### config.mk
export PLATFORM = sky130hd
export DESIGN_NAME = rangefinder_sopc_leds_pwm
export DESIGN_NICKNAME = d
export VERILOG_FILES = /design/src/rtl/rangefinder_sopc_pkg.sv /design/src/rtl/rangefinder_sopc_leds_timebase.sv /design/src/rtl/rangefinder_sopc_leds_pwm.sv
export SDC_FILE = /design/constraint.sdc
export NUM_CORES = 1
export LEC_CHECK = 0
export BUFFER_PORTS_ARGS = -buffer_cell sky130_fd_sc_hd__clkbuf_2
export CELL_PAD_IN_SITES_DETAIL_PLACEMENT = 0
export CELL_PAD_IN_SITES_GLOBAL_PLACEMENT = 1
export CORE_UTILIZATION = 48
export CTS_BUF_LIST = sky130_fd_sc_hd__clkbuf_4
export DETAILED_ROUTE_END_ITERATION = 8
export PLACE_DENSITY_LB_ADDON = 0.1
export RECOVER_POWER = 50
export SYNTH_ARGS = -nofsm -noshare
export SYNTH_HDL_FRONTEND = slang
export SYNTH_HIERARCHICAL = 1
export SYNTH_SLANG_ARGS = --single-unit
### constraint.sdc
create_clock -name clk -period 5.2 [get_ports clk]
set_input_delay 0.78 -clock clk [delete_from_list [all_inputs] [get_ports clk]]
set_output_delay 0.78 -clock clk [all_outputs]
set_load 0.02 [all_outputs]
### src/rtl/rangefinder_sopc_pkg.sv
// Shared register map and reset values for the rangefinder LED PWM/blink peripheral.
package rangefinder_sopc_pkg;

    localparam logic [2:0] ADDR_DATA     = 3'd0;
    localparam logic [2:0] ADDR_BLINK_EN = 3'd1;
    localparam logic [2:0] ADDR_DUTY     = 3'd2;
    localparam logic [2:0] ADDR_PERIOD   = 3'd3;
    localparam logic [2:0] ADDR_SET      = 3'd4;
    localparam logic [2:0] ADDR_CLR      = 3'd5;
    localparam logic [2:0] ADDR_STATUS   = 3'd6;
    localparam logic [2:0] ADDR_RSVD     = 3'd7;

    // Blinking is disabled out of reset; PERIOD=0 pins blink_phase high.
    localparam logic [31:0] PERIOD_RESET = 32'd0;

    // DUTY resets to 2^PWM_BITS, one above the counter's maximum, so LEDs are fully on.
    function automatic logic [16:0] duty_reset_val(input int unsigned pwm_bits);
        return 17'd1 << pwm_bits;
    endfunction

endpackage

### src/rtl/rangefinder_sopc_leds_timebase.sv
// Free-running PWM counter plus blink prescaler; outputs registered, restart strobe acts on the same edge.
// No flow control: counters advance every clk cycle regardless of bus traffic.
module rangefinder_sopc_leds_timebase #(
    parameter int PWM_BITS = 8,
    parameter int PRESC_W  = 24
) (
    input  logic                clk,
    input  logic                reset,
    input  logic [PRESC_W-1:0]  period,
    input  logic                period_restart,
    output logic [PWM_BITS-1:0] pwm_cnt,
    output logic                blink_phase
);

    logic [PRESC_W-1:0] presc;
    logic               presc_last;

    assign presc_last = (presc == period - PRESC_W'(1));

    always_ff @(posedge clk) begin
        if (reset) begin
            pwm_cnt     <= '0;
            presc       <= '0;
            blink_phase <= 1'b1;
        end else begin
            pwm_cnt <= pwm_cnt + PWM_BITS'(1);
            // A PERIOD write beats a coincident wrap so the new period starts cleanly.
            if (period_restart || period == '0) begin
                presc       <= '0;
                blink_phase <= 1'b1;
            end else if (presc_last) begin
                presc       <= '0;
                blink_phase <= ~blink_phase;
            end else begin
                presc <= presc + PRESC_W'(1);
            end
        end
    end

endmodule

### src/rtl/rangefinder_sopc_leds_pwm.sv
// Avalon-MM LED port with per-bit blink enable and global PWM dimming; out_port is registered one edge after state.
// Zero-wait-state slave: writes always accepted, readdata is combinational.
module rangefinder_sopc_leds_pwm
    import rangefinder_sopc_pkg::*;
#(
    parameter int WIDTH    = 8,
    parameter int PWM_BITS = 8,
    parameter int PRESC_W  = 24
) (
    input  logic             clk,
    input  logic             reset,
    input  logic [2:0]       address,
    input  logic             chipselect,
    input  logic             write_n,
    input  logic [31:0]      writedata,
    output logic [31:0]      readdata,
    output logic [WIDTH-1:0] out_port
);

    localparam logic [16:0] DUTY_RST_FULL = duty_reset_val(PWM_BITS);
    localparam logic [PWM_BITS:0] DUTY_RST = DUTY_RST_FULL[PWM_BITS:0];
    localparam logic [PRESC_W-1:0] PERIOD_RST = PERIOD_RESET[PRESC_W-1:0];

    logic [WIDTH-1:0]    data;
    logic [WIDTH-1:0]    blink_en;
    logic [PWM_BITS:0]   duty;
    logic [PRESC_W-1:0]  period;
    logic [PWM_BITS-1:0] pwm_cnt;
    logic                blink_phase;
    logic                wr_en;
    logic                pwm_on;
    logic                period_restart;

    assign wr_en          = chipselect && !write_n;
    assign period_restart = wr_en && (address == ADDR_PERIOD);
    assign pwm_on         = ({1'b0, pwm_cnt} < duty);

    rangefinder_sopc_leds_timebase #(
        .PWM_BITS (PWM_BITS),
        .PRESC_W  (PRESC_W)
    ) u_timebase (
        .clk            (clk),
        .reset          (reset),
        .period         (period),
        .period_restart (period_restart),
        .pwm_cnt        (pwm_cnt),
        .blink_phase    (blink_phase)
    );

    always_ff @(posedge clk) begin
        if (reset) begin
            data     <= '0;
            blink_en <= '0;
            duty     <= DUTY_RST;
            period   <= PERIOD_RST;
            out_port <= '0;
        end else begin
            out_port <= data & (~blink_en | {WIDTH{blink_phase}}) & {WIDTH{pwm_on}};
            if (wr_en) begin
                case (address)
                    ADDR_DATA:     data     <= writedata[WIDTH-1:0];
                    ADDR_BLINK_EN: blink_en <= writedata[WIDTH-1:0];
                    ADDR_DUTY:     duty     <= writedata[PWM_BITS:0];
                    ADDR_PERIOD:   period   <= writedata[PRESC_W-1:0];
                    ADDR_SET:      data     <= data | writedata[WIDTH-1:0];
                    ADDR_CLR:      data     <= data & ~writedata[WIDTH-1:0];
                    default: ;
                endcase
            end
        end
    end

    always_comb begin
        readdata = '0;
        case (address)
            ADDR_DATA:     readdata[WIDTH-1:0]   = data;
            ADDR_BLINK_EN: readdata[WIDTH-1:0]   = blink_en;
            ADDR_DUTY:     readdata[PWM_BITS:0]  = duty;
            ADDR_PERIOD:   readdata[PRESC_W-1:0] = period;
            ADDR_STATUS: begin
                readdata[31]        = blink_phase;
                readdata[WIDTH-1:0] = out_port;
            end
            ADDR_SET, ADDR_CLR, ADDR_RSVD: readdata = '0;
            default: readdata = '0;
        endcase
    end

endmodule

==> results_dict.tcl <==
set metrics [dict create \
    status "finished, final reports clean" \
    period_needed_ns 4.27 \
    cp-startpoint "address[0]" \
    portBuffers 63 \
    grt_pass1_wl_mm 23.1 \
    grt_pass1_vias 4549 \
    drc 0 \
    grt_use_total_pct 25.9 \
    worstPathMaxFanout 24 \
    netlist_area_um2 5400 \
    fin_area_um2 5810 \
    antenna_found_initial 0 \
    irDropWorstVdd_uv 161 \
    critical_path.max_stage_delay_ns 1.12 \
    cp.arrival_ns 3.49 \
    cap_violations 0 \
    syn_inst 637 \
    synth_cell_type_count 61 \
    hold_class "flop to flop" \
    layout.cells.non_filler 812 \
    layout.nets 716 \
    synth_warnings 6 \
    cts.repair.resized 0 \
    drive_above_1_share_pct 16.8 \
    ys_ff_latch 90 \
    whs_endpoint "u_timebase/pwm_cnt[0]" \
    synth_area_leaders "dfxtp_1, nand3_1, xnor2_1" \
    finalSetupTns_ns 0 \
    tritoncts "yes" \
    cts.sinks 90 \
    maxSlewHeadroom_pct 4.17 \
    synth_edf_count 0 \
    post-cts-setup-buffer-count 0 \
    cp_common_cell "o2bb2ai_1" \
    die_w_um 108 \
    cts-root-buf "clkbuf_4" \
    yosysSeqAreaShare_pct 33.3 \
    placementRows 38 \
    dpl_cell_area_um2 5650 \
    ios 79 \
    timing.reg2reg.setup_slack_ns 1.56 \
    numCtsBuffers 9 \
    crit_chain "clkbuf_1 > nor2b_1 > o2bb2ai_1 > o2bb2ai_1 > clkbuf_2" \
    place_inst 796 \
    rr_startpoint "period[0]" \
    power_w 0.00138 \
    p_leak_nw 2.04 \
    cts_hold_buf 0 \
    hold_start "u_timebase/pwm_cnt[0]" \
    yosysTopAreaCellShare_pct 33.3 \
    die-area_um2 11700 \
    antenna_left 0 \
    power_density_nw_per_um2 237 \
    rr_worst_depth 10 \
    clock_latency_ns 0.49 \
    grt_overflow 0 \
    drt_first_pass_iters 5 \
    clk_pin_slew_ns 0.14 \
    synthArstFlopShare_pct 0 \
    clock_tree.buffer_depth 2 \
    post-synth-top-area-cell "dfxtp_1" \
    hpwlAfterDp_mm 10.2 \
    drt_iter0_drc 270 \
    max_freq_mhz 234 \
    rsz0062_at_grt "false" \
    cts-htree-levels 3 \
    skew_ns 0.0210 \
    setup_viol 0 \
    core-area_um2 10900 \
    initial_core_util_pct 49.6 \
    drt_wl_total_mm 14.3 \
    wl_per_cell_um 17.6 \
    antenna_cells 0 \
    worstMarginPinSlew_ns 1.44 \
    areaGrowthSynthToFinish_pct 7.57 \
    worstHoldPathCells 1 \
    drt-vias-per-instance 5.85 \
    cp-start-kind "input port" \
    dr_total_vias 4747 \
    ys.flop_type "dfxtp_1" \
    critical_path_class "input port to output port" \
    syn_avg_cell_area_um2 8.48 \
    finalHoldViolCount 0 \
    gp_congestion 0.808 \
    crit_path_end_kind "output port" \
    worst_path_max_delay_cell "nor2b_1" \
    fp.dieH_um 108 \
    grt_max_degree 30 \
    reg2reg_to "u_timebase/presc[1]" \
    required_ns 4.42 \
    fin_crit_sh_pct 82.2 \
    maxSlewViolCount 0 \
]
-- how the worst max path moves through the flow --
stage                      endpoint  slack, ns  depth (start not counted)
6_report                readdata[6]       0.93                          5
3_5_place_dp    u_timebase/presc[1]       1.55                         10
5_1_grt                 readdata[6]       0.85                          5
3_3_place_gp            readdata[5]       1.52                          5
2_1_floorplan  u_timebase/presc[14]       2.04                         11
4_1_cts         u_timebase/presc[1]       1.53                         10
-- placed cells by master, fill, tap and decap left out, drive strengths merged, types with 4 or more instances in the layout --
| master | count |
|---|---|
| dfxtp | 90 |
| clkbuf | 73 |
| nand3 | 67 |
| o21ai | 52 |
| a21oi | 45 |
| xnor2 | 34 |
| nor3 | 29 |
| nor2 | 28 |
| inv | 25 |
| xor2 | 22 |
| mux2i | 18 |
| and2 | 18 |
| o2bb2ai | 16 |
| nand2 | 14 |
| o211ai | 13 |
| a211oi | 12 |
| ha | 10 |
| a32o | 8 |
| nor2b | 8 |
| and3 | 7 |
| conb | 7 |
| nand2b | 6 |
| nand4 | 6 |
| nor4 | 6 |
| nor3b | 5 |
| clkinv | 5 |
| or4 | 5 |
| nand3b | 4 |
| or3 | 4 |
| nor4b | 4 |
-- worst max-delay path, delay by kind of cell --
family / cells / cell delay [ns]
buffers and inverters: 2 / 1.18
AND/OR/NAND/NOR: 1 / 1.12
AO/OA/AOI/OAI: 2 / 0.39
-- state kept, by name (all words and copies together) (netlist names) --
register / flops
out_port: 8
u_timebase/presc: 24
period: 24
data: 8
u_timebase/pwm_cnt: 8
blink_en: 8
duty: 9
u_timebase/blink_phase: 1
-- logic make-up after synthesis --
| group | synth area share, % |
|---|---|
| multiplexers | 3.33 |
| AO/OA/AOI/OAI | 19.5 |
| other | 0.0694 |
| flip-flops | 33.3 |
| XOR/XNOR | 9.08 |
| adder cells (fa/ha/maj) | 2.32 |
| buffers and inverters | 7.27 |
| AND/OR/NAND/NOR | 25.1 |
-- layer usage --
layer / part of all wire [%] / global-route usage [%] / up-vias
li1: - / - / 2345
met1: 45 / 32.2 / 2259
met2: 48 / 43.4 / 118
met3: 5.0 / 4.40 / 25
met4: 2.5 / 12.2 / 0
met5: 0 / 0 / -
-- layout make-up --
| type | instances | area (um2) |
|---|---|---|
| Fill cell | 1053 | 5080 |
| Multi-Input combinational cell | 473 | 3230 |
| Sequential cell | 90 | 1800 |
| Timing Repair Buffer | 67 | 329 |
| Tap cell | 140 | 175 |
| Clock inverter | 7 | 108 |
| Inverter | 26 | 97.6 |
| Clock buffer | 9 | 67.6 |
-- metrics by stage --
| step | worst slack (ns) | util (%) | hold slack, ns |
|---|---|---|---|
| final | 0.928 | 53.4 | 0.482 |
| after global routing | 0.847 | 53.4 | 0.502 |
| after CTS | 1.53 | 53.5 | 0.487 |
| after detailed placement | 1.55 | 51.9 | 0.456 |
| after global placement | 1.52 | 51.9 | 0.444 |
| after floorplan | 2.04 | - | 0.426 |
-- Yosys cell counts, types with 4 or more instances --
library cell and instances:
a211oi_1 11, a21oi_1 45, a32o_2 8, and2_1 18
and3_1 7, buf_2 11, buf_4 7, buf_6 7
clkbuf_1 26, dfxtp_1 90, ha_1 10, inv_1 25
mux2i_1 18, nand2_1 14, nand2b_1 6, nand3_1 67
nand3b_1 4, nand4_1 6, nor2_1 28, nor2b_1 8
nor3_1 8, nor3_2 20, nor4_1 5, nor4b_1 4
o211ai_1 12, o21ai_0 52, o2bb2ai_1 16, or3_1 4
xnor2_1 34, xor2_1 22
-- power by group --
part	total, W	switching, W	internal [W]
logic	0.000172	0.000114	0.0000579
clock network	0.000493	0.000254	0.000239
registers	0.000711	0.0000115	0.000699
No activity file was read; power rests on OpenSTA's default activity.
